## src/rtl/fb_arbiter.sv

```systemverilog
// Single-port framebuffer arbiter: display reads always win the port, command
// writes queue in a small FIFO and drain into cycles the display leaves free.
module fb_arbiter #(
  parameter int ADDR_W     = 16,
  parameter int DATA_W     = 8,
  parameter int WBUF_DEPTH = 4
) (
  input  logic              clk,
  input  logic              nrst,
  input  logic              disp_req,
  input  logic [ADDR_W-1:0] disp_addr,
  output logic [DATA_W-1:0] disp_data,
  output logic              disp_valid,
  input  logic              wr_req,
  input  logic [ADDR_W-1:0] wr_addr,
  input  logic [DATA_W-1:0] wr_data,
  output logic              wr_ready,
  output logic              wr_drop,
  output logic              wr_idle,
  output logic [ADDR_W-1:0] mem_addr,
  output logic [DATA_W-1:0] mem_wdata,
  output logic              mem_we,
  input  logic [DATA_W-1:0] mem_rdata
);
  localparam int PTR_W = $clog2(WBUF_DEPTH);
  localparam int CNT_W = PTR_W + 1;

  typedef struct packed {
    logic [ADDR_W-1:0] addr;
    logic [DATA_W-1:0] data;
  } wr_ent_t;

  wr_ent_t             wbuf_q [WBUF_DEPTH];
  wr_ent_t             head;
  logic [PTR_W-1:0]    wptr_q, wptr_d, rptr_q, rptr_d;
  logic [CNT_W-1:0]    cnt_q, cnt_d;
  logic                push, pop;
  logic                rd_pending_q, rd_pending_d;
  logic [ADDR_W-1:0]   mem_addr_q, mem_addr_d;
  logic [DATA_W-1:0]   mem_wdata_q, mem_wdata_d;
  logic                mem_we_q, mem_we_d;
  logic [DATA_W-1:0]   disp_data_q, disp_data_d;
  logic                disp_valid_q, disp_valid_d;
  logic                wr_ready_q, wr_ready_d;
  logic                wr_drop_q, wr_drop_d;
  logic                wr_idle_q, wr_idle_d;

  assign head = wbuf_q[rptr_q];

  always_comb begin
    // Push is gated by the registered ready, so a full buffer never accepts
    // even when a pop frees a slot on the same edge.
    push         = wr_req & wr_ready_q;
    pop          = !disp_req && (cnt_q != '0);
    cnt_d        = cnt_q + CNT_W'(push) - CNT_W'(pop);
    wptr_d       = push ? wptr_q + PTR_W'(1) : wptr_q;
    rptr_d       = pop  ? rptr_q + PTR_W'(1) : rptr_q;
    mem_addr_d   = mem_addr_q;
    mem_wdata_d  = mem_wdata_q;
    mem_we_d     = 1'b0;
    rd_pending_d = disp_req;
    if (disp_req) begin
      mem_addr_d = disp_addr;
    end else if (pop) begin
      mem_addr_d  = head.addr;
      mem_wdata_d = head.data;
      mem_we_d    = 1'b1;
    end
    disp_valid_d = rd_pending_q;
    disp_data_d  = rd_pending_q ? mem_rdata : disp_data_q;
    wr_drop_d    = wr_req & ~wr_ready_q;
    wr_ready_d   = cnt_d < CNT_W'(WBUF_DEPTH);
    wr_idle_d    = (cnt_d == '0) && !pop;
  end

  always_ff @(posedge clk) begin
    if (push) wbuf_q[wptr_q] <= '{addr: wr_addr, data: wr_data};
  end

  always_ff @(posedge clk or negedge nrst) begin
    if (!nrst) begin
      wptr_q       <= '0;
      rptr_q       <= '0;
      cnt_q        <= '0;
      rd_pending_q <= 1'b0;
      mem_addr_q   <= '0;
      mem_wdata_q  <= '0;
      mem_we_q     <= 1'b0;
      disp_data_q  <= '0;
      disp_valid_q <= 1'b0;
      wr_ready_q   <= 1'b0;
      wr_drop_q    <= 1'b0;
      wr_idle_q    <= 1'b1;
    end else begin
      wptr_q       <= wptr_d;
      rptr_q       <= rptr_d;
      cnt_q        <= cnt_d;
      rd_pending_q <= rd_pending_d;
      mem_addr_q   <= mem_addr_d;
      mem_wdata_q  <= mem_wdata_d;
      mem_we_q     <= mem_we_d;
      disp_data_q  <= disp_data_d;
      disp_valid_q <= disp_valid_d;
      wr_ready_q   <= wr_ready_d;
      wr_drop_q    <= wr_drop_d;
      wr_idle_q    <= wr_idle_d;
    end
  end

  assign mem_addr   = mem_addr_q;
  assign mem_wdata  = mem_wdata_q;
  assign mem_we     = mem_we_q;
  assign disp_data  = disp_data_q;
  assign disp_valid = disp_valid_q;
  assign wr_ready   = wr_ready_q;
  assign wr_drop    = wr_drop_q;
  assign wr_idle    = wr_idle_q;
endmodule

```

## config.mk

```make
export PLATFORM = sky130hd
export DESIGN_NAME = fb_arbiter
export DESIGN_NICKNAME = d
export VERILOG_FILES = /design/src/rtl/fb_arbiter.sv
export SDC_FILE = /design/constraint.sdc
export NUM_CORES = 1
export LEC_CHECK = 0
export ABC_AREA = 1
export CAP_MARGIN = 20
export CORE_MARGIN = 4
export CORE_UTILIZATION = 39
export CTS_CLUSTER_SIZE = 12
export DETAILED_ROUTE_END_ITERATION = 16
export GPL_TIMING_DRIVEN = 0
export PLACE_DENSITY = 0.68
export SYNTH_ARGS = -nofsm -noshare
export SYNTH_HDL_FRONTEND = slang
export SYNTH_SLANG_ARGS = --single-unit
```

## constraint.sdc

```tcl
create_clock -name clk -period 5.2 [get_ports clk]
set_clock_uncertainty 0.15 [all_clocks]
set_input_delay 0.52 -clock clk [delete_from_list [all_inputs] [get_ports clk]]
set_output_delay 0.52 -clock clk [all_outputs]
set_load 0.02 [all_outputs]
```

Yosys cells after proc, flatten, opt, wreduce, memory -nomap -nowiden
Memories as Yosys holds them, arrays and structs flattened.
Index checks and enable logic that the tools add are counted.
{"block": "totals", "register_bits": 45, "mem_bits_rw": 96, "output_inout_bits": 37, "memories": 1}
{"block": "op_classes", "n_addsub": 4, "order_cmp": 1, "n_mux": 6, "bitwise_logic": 4, "n_reduce_logical": 8}
{"memory": "wbuf_q", "words": 4, "word_bits": 24, "rd": 1, "rd_clocked_by_memory_dff": 0, "wr": 1, "line_no": "33", "rtl": "wr_ent_t wbuf_q [WBUF_DEPTH];"}
{"cell": "$mux 16", "n": 2}
{"cell": "$add 2x1->2 const B", "n": 2}
{"cell": "$mux 1", "n": 4}
{"cell": "$add 3x1->3", "n": 1}
{"cell": "$logic_not 3->1", "n": 1}
{"cell": "$lt 3x3->1 const B", "n": 1}
{"cell": "$reduce_bool 3->1", "n": 1}
{"cell": "$sub 3x1->3", "n": 1}
{"cell": "$and 1x1->1", "n": 2}
{"cell": "$logic_and 1x1->1", "n": 2}
{"cell": "$logic_not 1->1", "n": 2}
{"cell": "$not 1->1", "n": 2}
{"cell": "$reduce_and 2->1", "n": 1}
{"cell": "$reduce_bool 2->1", "n": 1}

Longest topological paths before layout
Gate-level depths: netlist of run 1.
{"block": "depth", "depth_word": 5, "mapped_depth": 11}

Least setup slack after synthesis of run 1
No wires, ideal clock.
{"block": "synth_timing", "path_type": "register to register", "startpoint": "register wr_ready_q (netlist: wr_ready)", "endpoint": "memory wbuf_q[0][0] (netlist name) (enable)", "setup_ps": 405, "arrival_time_ps": 1753, "slack_ps": 2892, "stages_incl_launch_ff": 3, "path_buffers": 0, "synth_period_minus_slack_ps": 2308, "cell_sequence": "dfrtp_1 nand2_1 nor2_1"}
{"block": "synth_between", "elab_chain_len": 3}
{"element": "start, declared", "line_no": "44", "rtl": "logic wr_ready_q, wr_ready_d;"}
{"element": "start signal, assigned", "line_no": "104", "rtl": "wr_ready_q <= wr_ready_d;"}
{"element": "$and 1x1->1", "line_no": "53", "rtl": "push = wr_req & wr_ready_q;"}
{"element": "$mux 1", "line_no": "77", "rtl": "if (push) wbuf_q[wptr_q] <= '{addr: wr_addr, data: wr_data};"}
{"element": "$mux 1 (not written as such)", "line_no": "77"}
{"element": "end, declared", "line_no": "33"}
Every way passes these cells.

Final worst setup path of run 1
{"block": "layout_timing", "startpoint": "input port disp_req", "endpoint": "register wr_idle_q (netlist: wr_idle)"}
{"block": "layout_between", "elab_chain_len": 5}
{"element": "start, declared", "line_no": "10", "rtl": "input logic disp_req,"}
{"element": "$logic_not 1->1", "line_no": "54", "rtl": "pop = !disp_req && (cnt_q != '0);"}
{"element": "$logic_and 1x1->1", "line_no": "54"}
{"element": "$sub 3x1->3", "line_no": "55", "rtl": "cnt_d = cnt_q + CNT_W'(push) - CNT_W'(pop);"}
{"element": "via cnt_d[1]", "line_no": "36", "rtl": "logic [CNT_W-1:0] cnt_q, cnt_d;"}
{"element": "$logic_not 3->1", "line_no": "73", "rtl": "wr_idle_d = (cnt_d == '0) && !pop;"}
{"element": "$logic_and 1x1->1", "line_no": "73"}
{"element": "via wr_idle_d", "line_no": "46", "rtl": "logic wr_idle_q, wr_idle_d;"}
{"element": "end signal, assigned", "line_no": "106", "rtl": "wr_idle_q <= wr_idle_d;"}
{"element": "end, declared", "line_no": "46"}
The timed path passes the listed nets, and every way through them passes these cells.
A chain may end at the register's enable or synchronous reset.

==> results of run 1 <==
## logic make-up after synthesis
logic type | after synthesis
XOR/XNOR | 3
AO/OA/AOI/OAI | 12
flip-flops | 141
adder cells (fa/ha/maj) | 6
buffers and inverters | 58
multiplexers | 8
AND/OR/NAND/NOR | 295
## routing by layer
metal | wire length, um | share of wire, %
met1 | 5590 | 43
met2 | 6290 | 48
met3 | 929 | 7.1
met4 | 251 | 1.9
met5 | 0 | 0
## power by group
group | total [mW] | internal (mW) | switching (mW)
logic | 1.40 | 0.516 | 0.880
registers | 1.57 | 1.46 | 0.102
clock network | 1.17 | 0.707 | 0.464
## sequential cells by signal, summed over array words and instances, names as in the netlist, 2 cells and up
signal     flops
mem_addr      16
disp_data      8
mem_wdata      8
rptr_q         2
wptr_q         2
wbuf_q        96
cnt_q          3
## stage by stage
stage,hold WS (ps),setup slack [ps]
2_1_floorplan,74.4,2890
5_1_grt,241,2530
3_3_place_gp,213,1500
4_1_cts,218,2720
6_report,218,2730
3_5_place_dp,210,2290
## layout by cell type (no fill, tap or decap), types with 9 or more instances in the layout
master           instances
nand3_1                 43
dfrtp_1                 44
o21ai_0                  9
nor2_1                  40
nand2_1                197
inv_1                   34
clkbuf_16               17
buf_2                   16
edfxtp_1                96
clkdlybuf4s50_1         87
## worst paths after layout
path / to / from / cells past startpoint / slack (ps)
setup / recovery: wr_idle / disp_req / 10 / 2730
hold / removal: disp_valid / disp_valid_d / 0 / 220
setup reg to reg: wr_idle / cnt_q[1] / 10 / 2940
hold reg to reg: disp_valid / disp_valid_d / 0 / 220
max in group asynchronous: wr_idle / nrst / 3 / 3900
min in group asynchronous: cnt_q[0] / nrst / 2 / 430
## layout make-up
type | count | area, sq um
fill | 1196 | 6620
inverter | 36 | 135
tap | 180 | 225
sequential | 141 | 4010
clock buffer | 19 | 433
multi-input combinational | 324 | 1460
buffer | 22 | 106
timing repair buffer | 93 | 963
clock inverter | 13 | 143
## critical path, cell delays in order
cell             delay (ps)
clkdlybuf4s50_1         640
inv_2                   120
nand2_1                 180
buf_2                   280
a21oi_1                 100
fa_1                    510
inv_1                    60
nor2_1                   90
nand2_1                  60
nor2_1                  110
## timing repair
item	4_1_cts	5_1_grt
endpoints found under the setup margin	0	0
endpoints found under the hold margin	16	0
hold buffers	1	0
==> results.md, run 1 <==
- Status: finished, final reports clean
- Final net count: 693
- Post-Layout Cell Count: 828
- Rows: 43
- Antenna Nets Post-Route: 0
- Core area: 14100 sq um
- Leading area contributor after synthesis: edfxtp_1
- Starting DRC count in detailed routing: 263
- CTS tree: built
- Fin crit share: 47.4%
- Layout area overhead: 31.2%
- 1st-pass router iterations: 5
- Adder-Cell Fraction of Synth Area: 1.45%
- Sequential area share after synthesis: 70.4%
- PortBufs: 88
- Yosys top cell area share: 50.6%
- Slew @ Worst Pin: 814 ps
- Power Total: 4.13 mW
- Vias in the first global route: 4112
- DP HPWL: 8760 um
- Leakage power: 3.11 nW
- Top-count cell post-synth: nand2_1
- Startpoint Class: primary input
- XOR/XNOR share of the synthesized area: 0.461%
- I/O pins: 89
- Hold WC Path Type: reg2reg
- Syn Area/Cell: 10.9 sq um
- M2 GR Usage: 27.4%
- Max cap viols: 0
- Unrepaired setup endpoints after global routing: false
- Post-DP Area: 6890 sq um
- Die Height: 129 um
- Largest family of logic cells by synthesized area: simple AND/OR/NAND/NOR gates
- Number of post-CTS setup repair buffers: 0
- Total gr overflow: 0
- Multiplexer area fraction after synthesis: 1.58%
- Layout cells sized above 1: 10.8%
- Simple-gate share of the synthesized area: 20.9%
- Largest net degree at the start of global routing: 30
- Pwr Density: 553 nW/um^2
- FFs w/ async S/R, synth: 31.9%
- EDFF count, synth: 96
- Setup TNS: 0 ps
- # diodes: 0
- Slew HR: 45.6%
- Commonest cells post-synth: 197 x nand2_1, 96 x edfxtp_1, 44 x dfrtp_1, 44 x nor2_1, 43 x nand3_1
- WP data required: 5400 ps
- Fin util: 53.1%
- Clock Tree Buf Depth: 2
- DIE WIDTH: 129 um
- Vias post-DR: 3976
- Overall routed net length: 13100 um
- Syn Std Cell Area: 5700 sq um
- Synth Area in Compound Gates: 1.05%
- Placed insts: 795
- Clock transition at path regs: 60 ps
- GR met3 Demand/Resource: 4.86%
- Final Cell Area: 7480 sq um
- Critical path class: in2reg
- DRC: 0
- Number of CTS-inserted buffers: 17
- Die ar.: 16600 sq um
- Vias/cell: 4.80
- Slew Limit Fails: 0
- YS warnings: 0
- Post-synthesis cell type count: 22
- Initial antenna violation count: 0
- Root Driver: clkbuf_16
- GRT Total Usage: 16.7%
- Flops & latches, synth: 141
- Top post-synthesis cells by area: edfxtp_1 51%, dfrtp_1 19%, nand2_1 13%
- First-pass GRT wire length: 21100 um
- Final hold viol count: 0
- Max IR drop VDD: 0.000276 V
- Per-cell routed wire length: 15.8 um
- GPL Wtd Cong: 0.778
- Synth Flop Type: edfxtp_1
- Worst Path Arrival: 2670 ps
- Grt met1 use: 20.8%
- Fmax: 0.405 GHz
- Setup crit end kind: flip-flop
- Worst skew pair latency: 420 ps
- Starting density of the core: 40.4%
- Tmin final: 2470 ps
- Grt peak-use layer: met2
- Setup violators final: 0
- CTS resizes: 0
- H-tree levels: 4
- Post-Syn Instances: 523
- Clock tree sinks: 141
- Synthesized net count: 581
- CP Max Fanout: 10
Note: power is estimated with default switching activity, not from simulation.
==> run 2: changes to the inputs <==
==> constraint.sdc (replaced) <==
create_clock -name clk -period 2.6 [get_ports clk]
set_clock_uncertainty 0.15 [all_clocks]
set_input_delay 0.26 -clock clk [delete_from_list [all_inputs] [get_ports clk]]
set_output_delay 0.26 -clock clk [all_outputs]
set_load 0.02 [all_outputs]
==> results of run 2 <==
Same layout as run 1 (identical final DEF). Status: finished, final reports clean.
Main changes from that run: setup slack after placement 2290 ps -> -50.8 ps; setup slack after layout 2730 ps -> 340 ps; hold slack 218 ps -> 172 ps; start point of the critical path disp_req -> cnt_q[1]; register-to-register setup slack 2940 ps -> 340 ps; total power 4.13 mW -> 8.26 mW; worst IR drop on VDD 0.000276 V -> 0.000551 V
==> RTL edit: new RTL, config.mk and constraints of run 1 <==
Take the reset off `mem_addr_q` and load it in a clocked block of its own.
--- a/src/rtl/fb_arbiter.sv
+++ b/src/rtl/fb_arbiter.sv
@@ -84,5 +84,4 @@
       cnt_q        <= '0;
       rd_pending_q <= 1'b0;
-      mem_addr_q   <= '0;
       mem_wdata_q  <= '0;
       mem_we_q     <= 1'b0;
@@ -97,5 +96,4 @@
       cnt_q        <= cnt_d;
       rd_pending_q <= rd_pending_d;
-      mem_addr_q   <= mem_addr_d;
       mem_wdata_q  <= mem_wdata_d;
       mem_we_q     <= mem_we_d;
@@ -106,4 +104,8 @@
       wr_idle_q    <= wr_idle_d;
     end
+  end
+
+  always_ff @(posedge clk) begin
+    mem_addr_q <= mem_addr_d;
   end
 
Function: changed (a bounded check fails within 4 cycles, from zero or initial values and one cycle with nrst low).
==> RTL edit against run 1 <==
- setup slack better by 0.087 ns
- first-iteration DRC count up 17%
- sequential cell count stayed put
- cell area is 4.2% higher
- wire length fell by 4.6%
- synthesized area up 3.9%
- sequential share of layout area down 1.1 points
- total power increased by 3.9%
- largest cell class unchanged
==> RTL edit: results (changes against run 1) <==
* GRT Total Usage at 15.1% (-1.5 points)
* Clock Latency Late Sink at 0.42 ns (about the same)
* Global-route wire length before repair at 20,200 um (-3.9%)
* GP Congestion at 0.797 (+2.4%)
* Synth area leaders: edfxtp_1 (57%), nand2_1 (13%), dfrtp_1 (12%)
* Htree depth at 4 (unchanged)
* Met3 usage at 4.55% (-0.31 points)
* Antenna cell count at 0 (unchanged)
* Post-CTS setup buffer count at 0 (unchanged)
* Via density at 4.55 (-5.3%)
* HP Class: reg2reg
* Psw at 0.00138 W (-4.5%)
* Relative slew slack at 35.9% (-9.8 points)
* Inserted Clock Buffers at 17 (unchanged)
* Synth Net Count at 615 (+5.9%)
* Reg with most FFs: wbuf_q
* Via count at 3,938 (-0.96%)
* Synth cell count leaders: nand2_1 (200), edfxtp_1 (112), inv_1 (111)
* Nets at 727 (+4.9%)
* Clock Tree Buf Depth at 2 (unchanged)
* Max reg flops at 96 (unchanged)
* Synth Warn # at 0 (unchanged)
* DR pass1 iterations at 5 (unchanged)
* Post-synthesis cell count at 557 (+6.5%)
* CTS resizes at 0 (unchanged)
* Register area share after synthesis at 69.1% (-1.3 points)
* Met2 usage at 25.0% (-2.4 points)
* Fraction of layout cells with a size suffix above 1 at 10.1% (-0.69 points)
* Worst path slowest cell: clkdlybuf4s50_1
* Root buffer cell: clkbuf_16
* WL final at 12,500 um (-4.6%)
* Number of synthesized flops with an enable pin at 112 (+17%)
* DR iter-0 viols at 307 (+17%)
* Async set or reset register ratio after synthesis at 20.6% (-11 points)
* Hpwl dp at 8600 um (-1.9%)
* CTS clock-pin slew for the worst setup and hold paths at 0.06 ns (about the same)
* Number of global-route vias before repair at 3,995 (-2.8%)
* Max IR drop VDD at 0.291 mV (+5.6%)
* GRT overflow at 0 (unchanged)
* Initial antenna violation count at 0 (unchanged)
* Top FF cell, synth: edfxtp_1
* Inst Count DP at 834 (+4.9%)
* Met1 usage at 18.3% (-2.4 points)
* Largest net degree at the start of global routing at 20 (-33%)
* CP max FO at 9 (-1)
* Status: finished, final reports clean
* Leak at 3.53 nW (+13%)
* Synth cell types at 21 (-4.5%)
* Max incr delay on CP at 0.49 ns (-0.15 ns)
* Port bufs at 88 (unchanged)
-- RTL edit: cell count changes after synthesis, sizes merged, moves of 3 or more --
cell | run 1 | this run
nor2 | 44 | 8
or2 | 11 | 0
o21ai | 9 | 1
buf | 17 | 20
nand3 | 43 | 50
inv | 36 | 114
clkbuf | 5 | 1
dfrtp | 44 | 28
nand2 | 197 | 201
edfxtp | 96 | 112
-- RTL edit: layout make-up --
| class | instances | area [sq um] |
|---|---|---|
| inverters | 114 | 428 |
| clock buffers | 17 | 425 |
| multi-input cells | 281 | 1280 |
| fillers | 1219 | 6910 |
| clock inverters | 15 | 225 |
| flip-flops and latches | 141 | 4090 |
| repair buffers | 93 | 981 |
| well taps | 184 | 230 |
| plain buffers | 21 | 135 |
-- RTL edit: metrics by stage --
step	utilization (%)	setup slack, ns	instance area (sq um)
floorplan	-	2.89	5920
global placement	47.8	1.53	7030
detailed placement	48.6	2.39	7140
CTS	53.0	2.82	7790
global route	53.0	2.61	7790
finish	53.0	2.82	7790
-- RTL edit: per-layer routing --
metal,share of wire [%],vias up
met5,0,-
met4,2.6,0
met3,7.7,25
met2,48,140
met1,42,1805
li1,-,1968
-- RTL edit: critical path: cells and delay by family --
family | cells | cell delay (ns)
XOR/XNOR | 1 | 0.16
adder cells (fa/ha/maj) | 2 | 0.64
buffers and inverters | 5 | 0.85
AND/OR/NAND/NOR | 4 | 0.40
-- RTL edit: logic make-up after synthesis --
logic type | Yosys count | share of synthesized area (%)
AO/OA/AOI/OAI | 3 | 0.254
flip-flops | 141 | 69.1
buffers and inverters | 135 | 9.51
adder cells (fa/ha/maj) | 6 | 1.40
AND/OR/NAND/NOR | 260 | 17.6
XOR/XNOR | 4 | 0.592
multiplexers | 8 | 1.52
-- RTL edit: power by group through the flow --
| stage | registers, W | clock network (W) | logic (W) |
|---|---|---|---|
| 2_1_floorplan | 0.00172 | 0 | 0.000705 |
| 3_3_place_gp | 0.00160 | 0 | 0.00132 |
| 3_5_place_dp | 0.00160 | 0 | 0.00140 |
| 4_1_cts | 0.00158 | 0.00134 | 0.00141 |
| 5_1_grt | 0.00160 | 0.00139 | 0.00155 |
| 6_report | 0.00158 | 0.00132 | 0.00140 |
-- RTL edit: final timing paths --
check / cells after the start / slack, ns / to / from
hold reg to reg: 0 / 0.22 / disp_valid / disp_valid_d
hold / removal: 0 / 0.22 / disp_valid / disp_valid_d
setup reg to reg: 5 / 3.03 / wbuf_q[2][8] / wptr_q[0]
setup / recovery: 12 / 2.82 / wr_idle / disp_req
min in group asynchronous: 1 / 0.35 / disp_valid / nrst
max in group asynchronous: 2 / 4.03 / disp_data[4] / nrst
